## config.mk

```make
export PLATFORM = sky130hd
export DESIGN_NAME = ekf_stage_issuer
export DESIGN_NICKNAME = d
export VERILOG_FILES = /design/src/rtl/ekf_stage_issuer.sv
export SDC_FILE = /design/constraint.sdc
export NUM_CORES = 1
export LEC_CHECK = 0
export CORE_MARGIN = 1.5
export CORE_UTILIZATION = 42
export DETAILED_ROUTE_END_ITERATION = 16
export GPL_ROUTABILITY_DRIVEN = 0
export HOLD_SLACK_MARGIN = 0.03
export PLACE_DENSITY = 0.78
export SLEW_MARGIN = 40
export SYNTH_ARGS = -nofsm -noshare
export SYNTH_HDL_FRONTEND = slang
export SYNTH_SLANG_ARGS = --single-unit
```

## constraint.sdc

```tcl
create_clock -name clk_i -period 2.93 [get_ports clk_i]
set_clock_uncertainty 0.15 [all_clocks]
set_input_delay 0.293 -clock clk_i [delete_from_list [all_inputs] [get_ports clk_i]]
set_output_delay 0.293 -clock clk_i [all_outputs]
set_load 0.02 [all_outputs]
```

## src/rtl/ekf_stage_issuer.sv

```systemverilog
// rtl/ekf_stage_issuer.sv - Issues PRD/NEW/UPD stage commands to the EKF core and captures S_data.
// Optional macro STAGE_TIMEOUT_EN aborts a stalled stage once a TO_DW-bit wait counter saturates.

module ekf_stage_issuer #(
  parameter int RSA_DW  = 32,
  parameter int RSA_AW  = 17,
  parameter int ROW_LEN = 10,
  parameter int MAX_LM  = 16,
  parameter int TO_DW   = 16
) (
  input  logic               clk_i,
  input  logic               sys_rst_i,
  input  logic               cmd_val_i,
  output logic               cmd_rdy_o,
  input  logic [2:0]         cmd_stage_i,
  input  logic [ROW_LEN-1:0] cmd_lk_i,
  input  logic [RSA_DW-1:0]  cmd_vlr_i,
  input  logic [RSA_AW-1:0]  cmd_alpha_i,
  input  logic [RSA_DW-1:0]  cmd_rk_i,
  input  logic [RSA_AW-1:0]  cmd_phi_i,
  output logic [2:0]         stage_val_o,
  input  logic [2:0]         stage_rdy_i,
  output logic [ROW_LEN-1:0] landmark_num_o,
  output logic [ROW_LEN-1:0] l_k_o,
  output logic [RSA_DW-1:0]  vlr_o,
  output logic [RSA_AW-1:0]  alpha_o,
  output logic [RSA_DW-1:0]  rk_o,
  output logic [RSA_AW-1:0]  phi_o,
  input  logic [RSA_DW-1:0]  S_data_i,
  output logic               res_val_o,
  output logic [RSA_DW-1:0]  res_data_o,
  output logic [2:0]         res_stage_o,
  output logic               err_o
);

  typedef enum logic [2:0] {
    S_IDLE      = 3'd0,
    S_ISSUE     = 3'd1,
    S_BUSY      = 3'd2,
    S_DONE_WAIT = 3'd3,
    S_REPORT    = 3'd4
  } state_t;

  localparam logic [2:0]         ST_PRD   = 3'b001;
  localparam logic [2:0]         ST_NEW   = 3'b010;
  localparam logic [2:0]         ST_UPD   = 3'b100;
  localparam logic [ROW_LEN-1:0] LM_MAX_V = ROW_LEN'(MAX_LM);
  localparam logic [ROW_LEN-1:0] LM_ONE   = ROW_LEN'(1);

  state_t               state_q, state_d;
  logic [2:0]           stage_q, stage_d;
  logic [ROW_LEN-1:0]   lk_q, lk_d;
  logic [ROW_LEN-1:0]   landmark_q, landmark_d;
  logic [RSA_DW-1:0]    vlr_q, vlr_d;
  logic [RSA_AW-1:0]    alpha_q, alpha_d;
  logic [RSA_DW-1:0]    rk_q, rk_d;
  logic [RSA_AW-1:0]    phi_q, phi_d;
  logic [RSA_DW-1:0]    res_data_q, res_data_d;
  logic [2:0]           res_stage_q, res_stage_d;
  logic                 err_q, err_d;
  logic                 busy_hold_q, busy_hold_d;

  logic accept;
  logic onehot;
  logic lm_full;
  logic cmd_ok;
  logic rdy_hit;
  logic timeout;

  assign accept  = cmd_val_i && (state_q == S_IDLE);
  assign onehot  = (cmd_stage_i == ST_PRD) || (cmd_stage_i == ST_NEW) || (cmd_stage_i == ST_UPD);
  assign lm_full = (landmark_q == LM_MAX_V);
  assign cmd_ok  = onehot && !((cmd_stage_i == ST_NEW) && lm_full);
  // Only the ready bit of the issued stage matters; the others belong to other stages.
  assign rdy_hit = |(stage_q & stage_rdy_i);

  always_ff @(posedge clk_i) begin
    if (sys_rst_i) begin
      state_q <= S_IDLE;
    end else begin
      state_q <= state_d;
    end
  end

  always_comb begin
    state_d = state_q;
    case (state_q)
      S_IDLE: begin
        if (accept && cmd_ok) state_d = S_ISSUE;
      end
      S_ISSUE: begin
        if (rdy_hit) state_d = S_BUSY;
      end
      S_BUSY: begin
        // Ready still high two cycles after transfer: the core finished without dropping it.
        if (!rdy_hit) state_d = S_DONE_WAIT;
        else if (busy_hold_q) state_d = S_REPORT;
      end
      S_DONE_WAIT: begin
        if (rdy_hit) state_d = S_REPORT;
      end
      S_REPORT: begin
        state_d = S_IDLE;
      end
      default: begin
        state_d = S_IDLE;
      end
    endcase
    if (timeout) state_d = S_IDLE;
  end

  always_comb begin
    cmd_rdy_o   = (state_q == S_IDLE);
    stage_val_o = (state_q == S_ISSUE) ? stage_q : 3'b000;
    res_val_o   = (state_q == S_REPORT);
  end

  always_comb begin
    stage_d     = stage_q;
    lk_d        = lk_q;
    vlr_d       = vlr_q;
    alpha_d     = alpha_q;
    rk_d        = rk_q;
    phi_d       = phi_q;
    landmark_d  = landmark_q;
    res_data_d  = res_data_q;
    res_stage_d = res_stage_q;
    err_d       = (accept && !cmd_ok) || timeout;
    busy_hold_d = (state_q == S_BUSY) && (state_d == S_BUSY);

    if (accept && cmd_ok) begin
      stage_d = cmd_stage_i;
      vlr_d   = cmd_vlr_i;
      alpha_d = cmd_alpha_i;
      rk_d    = cmd_rk_i;
      phi_d   = cmd_phi_i;
      case (cmd_stage_i)
        ST_NEW:  lk_d = landmark_q;
        ST_UPD:  lk_d = cmd_lk_i;
        default: lk_d = '0;
      endcase
    end

    if ((state_d == S_REPORT) && (state_q != S_REPORT)) begin
      res_data_d  = S_data_i;
      res_stage_d = stage_q;
    end

    if ((state_q == S_REPORT) && (stage_q == ST_NEW) && !lm_full) begin
      landmark_d = landmark_q + LM_ONE;
    end
  end

  always_ff @(posedge clk_i) begin
    if (sys_rst_i) begin
      stage_q     <= '0;
      lk_q        <= '0;
      vlr_q       <= '0;
      alpha_q     <= '0;
      rk_q        <= '0;
      phi_q       <= '0;
      landmark_q  <= '0;
      res_data_q  <= '0;
      res_stage_q <= '0;
      err_q       <= 1'b0;
      busy_hold_q <= 1'b0;
    end else begin
      stage_q     <= stage_d;
      lk_q        <= lk_d;
      vlr_q       <= vlr_d;
      alpha_q     <= alpha_d;
      rk_q        <= rk_d;
      phi_q       <= phi_d;
      landmark_q  <= landmark_d;
      res_data_q  <= res_data_d;
      res_stage_q <= res_stage_d;
      err_q       <= err_d;
      busy_hold_q <= busy_hold_d;
    end
  end

`ifdef STAGE_TIMEOUT_EN
  localparam logic [TO_DW-1:0] TO_ONE = TO_DW'(1);

  logic [TO_DW-1:0] to_cnt_q, to_cnt_d;
  logic             waiting;

  assign waiting = (state_q == S_ISSUE) || (state_q == S_BUSY) || (state_q == S_DONE_WAIT);
  assign timeout = waiting && (&to_cnt_q);

  // Restarts on every state change so each wait phase gets its own full budget.
  always_comb begin
    to_cnt_d = '0;
    if (waiting && (state_d == state_q)) to_cnt_d = to_cnt_q + TO_ONE;
  end

  always_ff @(posedge clk_i) begin
    if (sys_rst_i) begin
      to_cnt_q <= '0;
    end else begin
      to_cnt_q <= to_cnt_d;
    end
  end
`else
  assign timeout = 1'b0;
`endif

  assign landmark_num_o = landmark_q;
  assign l_k_o          = lk_q;
  assign vlr_o          = vlr_q;
  assign alpha_o        = alpha_q;
  assign rk_o           = rk_q;
  assign phi_o          = phi_q;
  assign res_data_o     = res_data_q;
  assign res_stage_o    = res_stage_q;
  assign err_o          = err_q;

endmodule

```

== Word level (Yosys, flattened, before mapping) ==
Index checks and enable logic that the tools add are counted.
Word-level totals
  bits in registers: 161
  output and inout bits: 159
  logic and storage cells: 50
Operators by class
  add/subtract/negate cells: 1
  equality and inequality tests: 12
  multiplexer cells: 8
  bitwise logic cells: 1
  reductions and logical operators: 16
Operator list (number)
  $pmux W10 S2: 1
  $mux W3: 6
  $eq A3 B2 Y1 const B: 5
  $pmux W3 S4: 1
  $add A10 B1 Y10 const B: 1
  $eq A10 B5 Y1 const B: 1
  $eq A3 B3 Y1 const B: 3
  $logic_and A1 B1 Y1: 9
  $eq A3 B1 Y1 const B: 2
  $and A3 B3 Y3: 1
  $logic_not A1 Y1: 3
  $logic_not A3 Y1: 1
  $ne A3 B3 Y1 const B: 1
  $reduce_or A3 Y1: 1
  $logic_or A1 B1 Y1: 2

== Longest topological paths before layout ==
Gate-level depths: netlist (run 1).
  depth after elaboration: 9
  gate-level depth with buffers: 8
  mapped depth without buffers: 6

== Least setup slack after synthesis (run 1) ==
Ideal clock, no wire load.
  kind: register to register
  start point: register landmark_q[4], in the netlist landmark_num_o[4]
  end point: register lk_q[1], in the netlist l_k_o[1]
  setup time: 0.121 ns
  data arrival time: 2.047 ns
  required time: 2.659 ns
  slack: 0.612 ns
  cell stages (with the launch flop): 6
  period minus slack after synthesis: 2.318 ns
  cells stage by stage: dfxtp_1 > or4b_4 > o311a_1 > o21ai_2 > buf_6 > mux2_2
On the way
  word-level cells in the longest chain between the ends: 5
Ends and longest elaborated chain
  start: declaration: line 53  | logic [ROW_LEN-1:0] landmark_q, landmark_d;
  start signal: assignment: line 174  | landmark_q <= landmark_d;
  $eq A10 B5 Y1: line 72  | assign lm_full = (landmark_q == LM_MAX_V);
  $logic_and A1 B1 Y1: line 73  | assign cmd_ok = onehot && !((cmd_stage_i == ST_NEW) && lm_full);
  $logic_not A1 Y1: line 73
  $logic_and A1 B1 Y1: line 73
  $logic_and A1 B1 Y1: line 131  | if (accept && cmd_ok) begin
  end signal: assignment: line 169  | lk_q <= lk_d;
  end: declaration: line 52  | logic [ROW_LEN-1:0] lk_q, lk_d;
No other way between the ends.
A chain may end at the register's enable or synchronous reset.

== Worst setup path in the final report (run 1) ==
  start point: register state_q[2]
  end point: output stage_val_o[2]
On the way
  word-level cells in the longest chain between the ends: 2
Ends and longest elaborated chain
  start: declaration: line 50  | state_t state_q, state_d;
  start signal: assignment: line 81  | state_q <= state_d;
  $eq A3 B1 Y1: line 114  | stage_val_o = (state_q == S_ISSUE) ? stage_q : 3'b000;
  $mux W3: line 114
  end: declaration: line 21  | output logic [2:0] stage_val_o,
No other way between the ends.

==> flow_metrics.env, run 1 <==
export IMPL_post_cts_resize_count=0
export IMPL_synth_compound_gate_area_share_pct=34.0
export IMPL_syn_num_nets=959
export IMPL_synthTopCellsByArea="dfxtp_1 (46%), a21oi_1 (11%), o211ai_1 (11%)"
export IMPL_synth_warning_count=0
export IMPL_path_max_fanout=10
export IMPL_p_comb_share_pct=15.3
export IMPL_switching_part_of_the_total_power_pct=25.1
export IMPL_overflow=0
export IMPL_die_area_sq_mm=0.0175
export IMPL_power_density_cell_area_mw_per_mm2=493
export IMPL_critPathKind="flip-flop to primary output"
export IMPL_initial_utilization_pct=42.7
export IMPL_rsz0062_at_grt="false"
export IMPL_drt_iter0_drc=511
export IMPL_max_clock_path_buffers=2
export IMPL_number_of_i_o_pins=308
export IMPL_grt_start_max_net_pins=75
export IMPL_placement_io_buffers=307
export IMPL_path_cells="nor3b_1 > and2_1 > clkdlybuf4s50_1"
export IMPL_root_buffer="clkbuf_16"
export IMPL_cts_tree="done"
export IMPL_cp_slowest_stage_delay_ps=620
export IMPL_max_slew_margin_pct=58.6
export IMPL_post_synth_num_cell_types=46
export IMPL_critPathRequiredTime_ps=2490
export IMPL_global_route_wire_length_before_repair_mm=36.9
export IMPL_outcome="completed"
export IMPL_clk_latency_ps=420
export IMPL_postSynth_topFlopCell="dfxtp_1"
export IMPL_syn_area_sq_mm=0.00703
export IMPL_pwr_share_clk_pct=41.9
export IMPL_count_of_flip_flops_with_a_built_in_enable_after_synthesis=0
export IMPL_timing_worst_slew_pin_value_ps=620
export IMPL_cts_sinks=161
export IMPL_combinational_family_with_the_most_area_after_synthesis="compound AO/OA/AOI/OAI gates"
export IMPL_dr_pass1_iters=6
export IMPL_max_capacitance_violation_total=0
export IMPL_fin_nets=1206
export IMPL_global_route_usage_sum_pct=26.0
export IMPL_cts_htree_levels=4
export IMPL_max_freq_mhz=400
export IMPL_final_design_area_no_fill_sq_mm=0.0109
export IMPL_internal_power_mw=4.01
export IMPL_final_min_period_ps=2500
export IMPL_viasPerCell=5.68
export IMPL_post_route_drc_count=0
export IMPL_timing_critical_path_arrival_ps=2050
export IMPL_setup_tns_ps=0
export IMPL_postSynthRegisterBits=161
export IMPL_synthXorXnorAreaFrac_pct=0.249
export IMPL_floorplan_die_width_um=132
export IMPL_worst_path_max_delay_cell="clkdlybuf4s50_1"
export IMPL_syn_inst=808
export IMPL_cts_reportedPaths_clkPinSlew_ps=60
export IMPL_vias=7309
export IMPL_hpwl_mm=15.2
export IMPL_post_route_period_util_pct=85.2
export IMPL_post_drt_wl_per_cell_um=18.2
export IMPL_mux_share_of_post_synthesis_cell_area_pct=1.74
export IMPL_drive_gt1_share_pct=6.65
export IMPL_synth_area_per_cell_sq_um=8.70
export IMPL_holdBufCountCts=0
export IMPL_core_region_area_sq_mm=0.0165
export IMPL_antenna_cells_inserted=0
export IMPL_biggest_area_consumer_among_synthesized_cells="dfxtp_1"
export IMPL_kind_of_end_point_of_the_critical_path="primary output"
export IMPL_die_h_um=132
export IMPL_irDropWorstVdd_mv=0.397
export IMPL_numCtsBuffers=17
export IMPL_finalSetupViolCount=0
export IMPL_power_static_leakage_nw=3.56
export IMPL_first_global_vias=6700
export IMPL_seq_power_share_pct=42.8
export IMPL_rows=47
export IMPL_antenna_found_initial=0
export IMPL_ys_seq_area_share_pct=45.9
export IMPL_yosysMostFrequentCell="dfxtp_1"
export IMPL_cts_setup_buffers=0
export IMPL_post_synth_top_area_share_pct=45.9
export IMPL_route_final_wire_length_mm=23.5
export IMPL_hold_path_class="input port to flip-flop"
export IMPL_adder_cell_share_of_the_synthesized_area_pct=0.356
export IMPL_placed_area_sq_mm=0.0103
export IMPL_drv_slew=0
export IMPL_worst_setup_path_start_kind="flip-flop"
export IMPL_finalHoldViolCount=0
export IMPL_antenna_violating_nets_remaining=0
export IMPL_synthArstFlopShare_pct=0
export IMPL_synthSimpleGateAreaFrac_pct=11.8
export IMPL_total_switching_power_mw=1.34
export IMPL_synth_common_cells="dfxtp_1 (161), a21oi_1 (155), o211ai_1 (99), o31ai_1 (99), nand2_1 (78)"
export IMPL_area_growth_syn_to_layout_pct=54.5
path summary, 6_finish.rpt:
check / from / cells after the start / end / slack [ps]
worst max register to register: landmark_num_o[4] / 5 / rk_o[10] / 590
worst max-delay path: state_q[2] / 3 / stage_val_o[2] / 430
worst min-delay path: sys_rst_i / 2 / state_q[2] / 130
worst min register to register: res_data_o[5] / 2 / res_data_o[5] / 300
final cells by class:
class                           instances  area [sq um]
Fill cell                            1349          5600
Multi-Input combinational cell        543          3440
Timing Repair Buffer                  327          3320
Sequential cell                       161          3220
Clock buffer                           22           454
Tap cell                              220           275
Clock inverter                          9           134
Inverter                                5          18.8
per-stage QoR:
stage / power, mW / setup WS, ps / hold WS (ps) / cells / util [%]
global route: 5.54 / 375 / 146 / 1287 / 66.0
CTS: 5.39 / 408 / 121 / 1287 / 66.0
finish: 5.35 / 433 / 134 / 1287 / 66.0
floorplan: 2.71 / 612 / 279 / 808 / -
global placement: 3.15 / 559 / 291 / 1256 / 62.4
detailed placement: 3.15 / 563 / 296 / 1256 / 62.4
power by group through the flow:
stage	clock [mW]	combinational, mW	sequential, mW
finish	2.24	0.821	2.29
global route	2.37	0.870	2.30
CTS	2.28	0.821	2.29
detailed placement	0	0.816	2.34
global placement	0	0.813	2.34
floorplan	0	0.305	2.41
sequential cells by signal, summed over array words and instances, names as in the netlist:
register        cells
landmark_num_o     10
rk_o               32
busy_hold_q         1
stage_q             3
l_k_o              10
state_q             3
err_o               1
alpha_o            17
phi_o              17
res_data_o         32
res_stage_o         3
vlr_o              32
placed cells by master, fill, tap and decap left out, types with 6 or more instances in the layout:
cell,n
nand3b_1,20
nor2b_1,10
o21ai_0,12
o211ai_1,99
buf_4,13
and2_1,6
mux2_2,10
clkdlybuf4s50_1,306
a21oi_1,154
o31ai_1,99
nand2_1,77
dfxtp_1,161
or3_1,8
buf_12,8
clkbuf_16,17
per-layer routing:
layer | part of all wire (%) | vias up | global-route usage (%)
li1 | - | 3513 | -
met2 | 46 | 279 | 40.7
met5 | 0 | - | 0
met4 | 2.2 | 0 | 9.40
met1 | 44 | 3485 | 34.0
met3 | 7.7 | 32 | 7.80
critical path: cells and delay by family, from the launching register on:
kind | cells | cell delay (ps)
AND/OR/NAND/NOR | 2 | 570
flip-flops | 1 | 440
buffers and inverters | 1 | 620
cell families after synthesis:
logic type               after synthesis
AO/OA/AOI/OAI                        373
XOR/XNOR                               2
adder cells (fa/ha/maj)                2
buffers and inverters                104
flip-flops                           161
multiplexers                          11
AND/OR/NAND/NOR                      155
Power figures use the tool's default switching activity.
==> run 2, diff against run 1 <==
--- a/config.mk
+++ b/config.mk
@@ -7,6 +7,7 @@
 export LEC_CHECK = 0
 export CORE_MARGIN = 1.5
 export CORE_UTILIZATION = 42
+export CTS_CLUSTER_SIZE = 8
 export DETAILED_ROUTE_END_ITERATION = 16
 export GPL_ROUTABILITY_DRIVEN = 0
 export HOLD_SLACK_MARGIN = 0.03
==> results of run 2 <==
The final DEF is identical to that of run 1; final timing and power are the same.
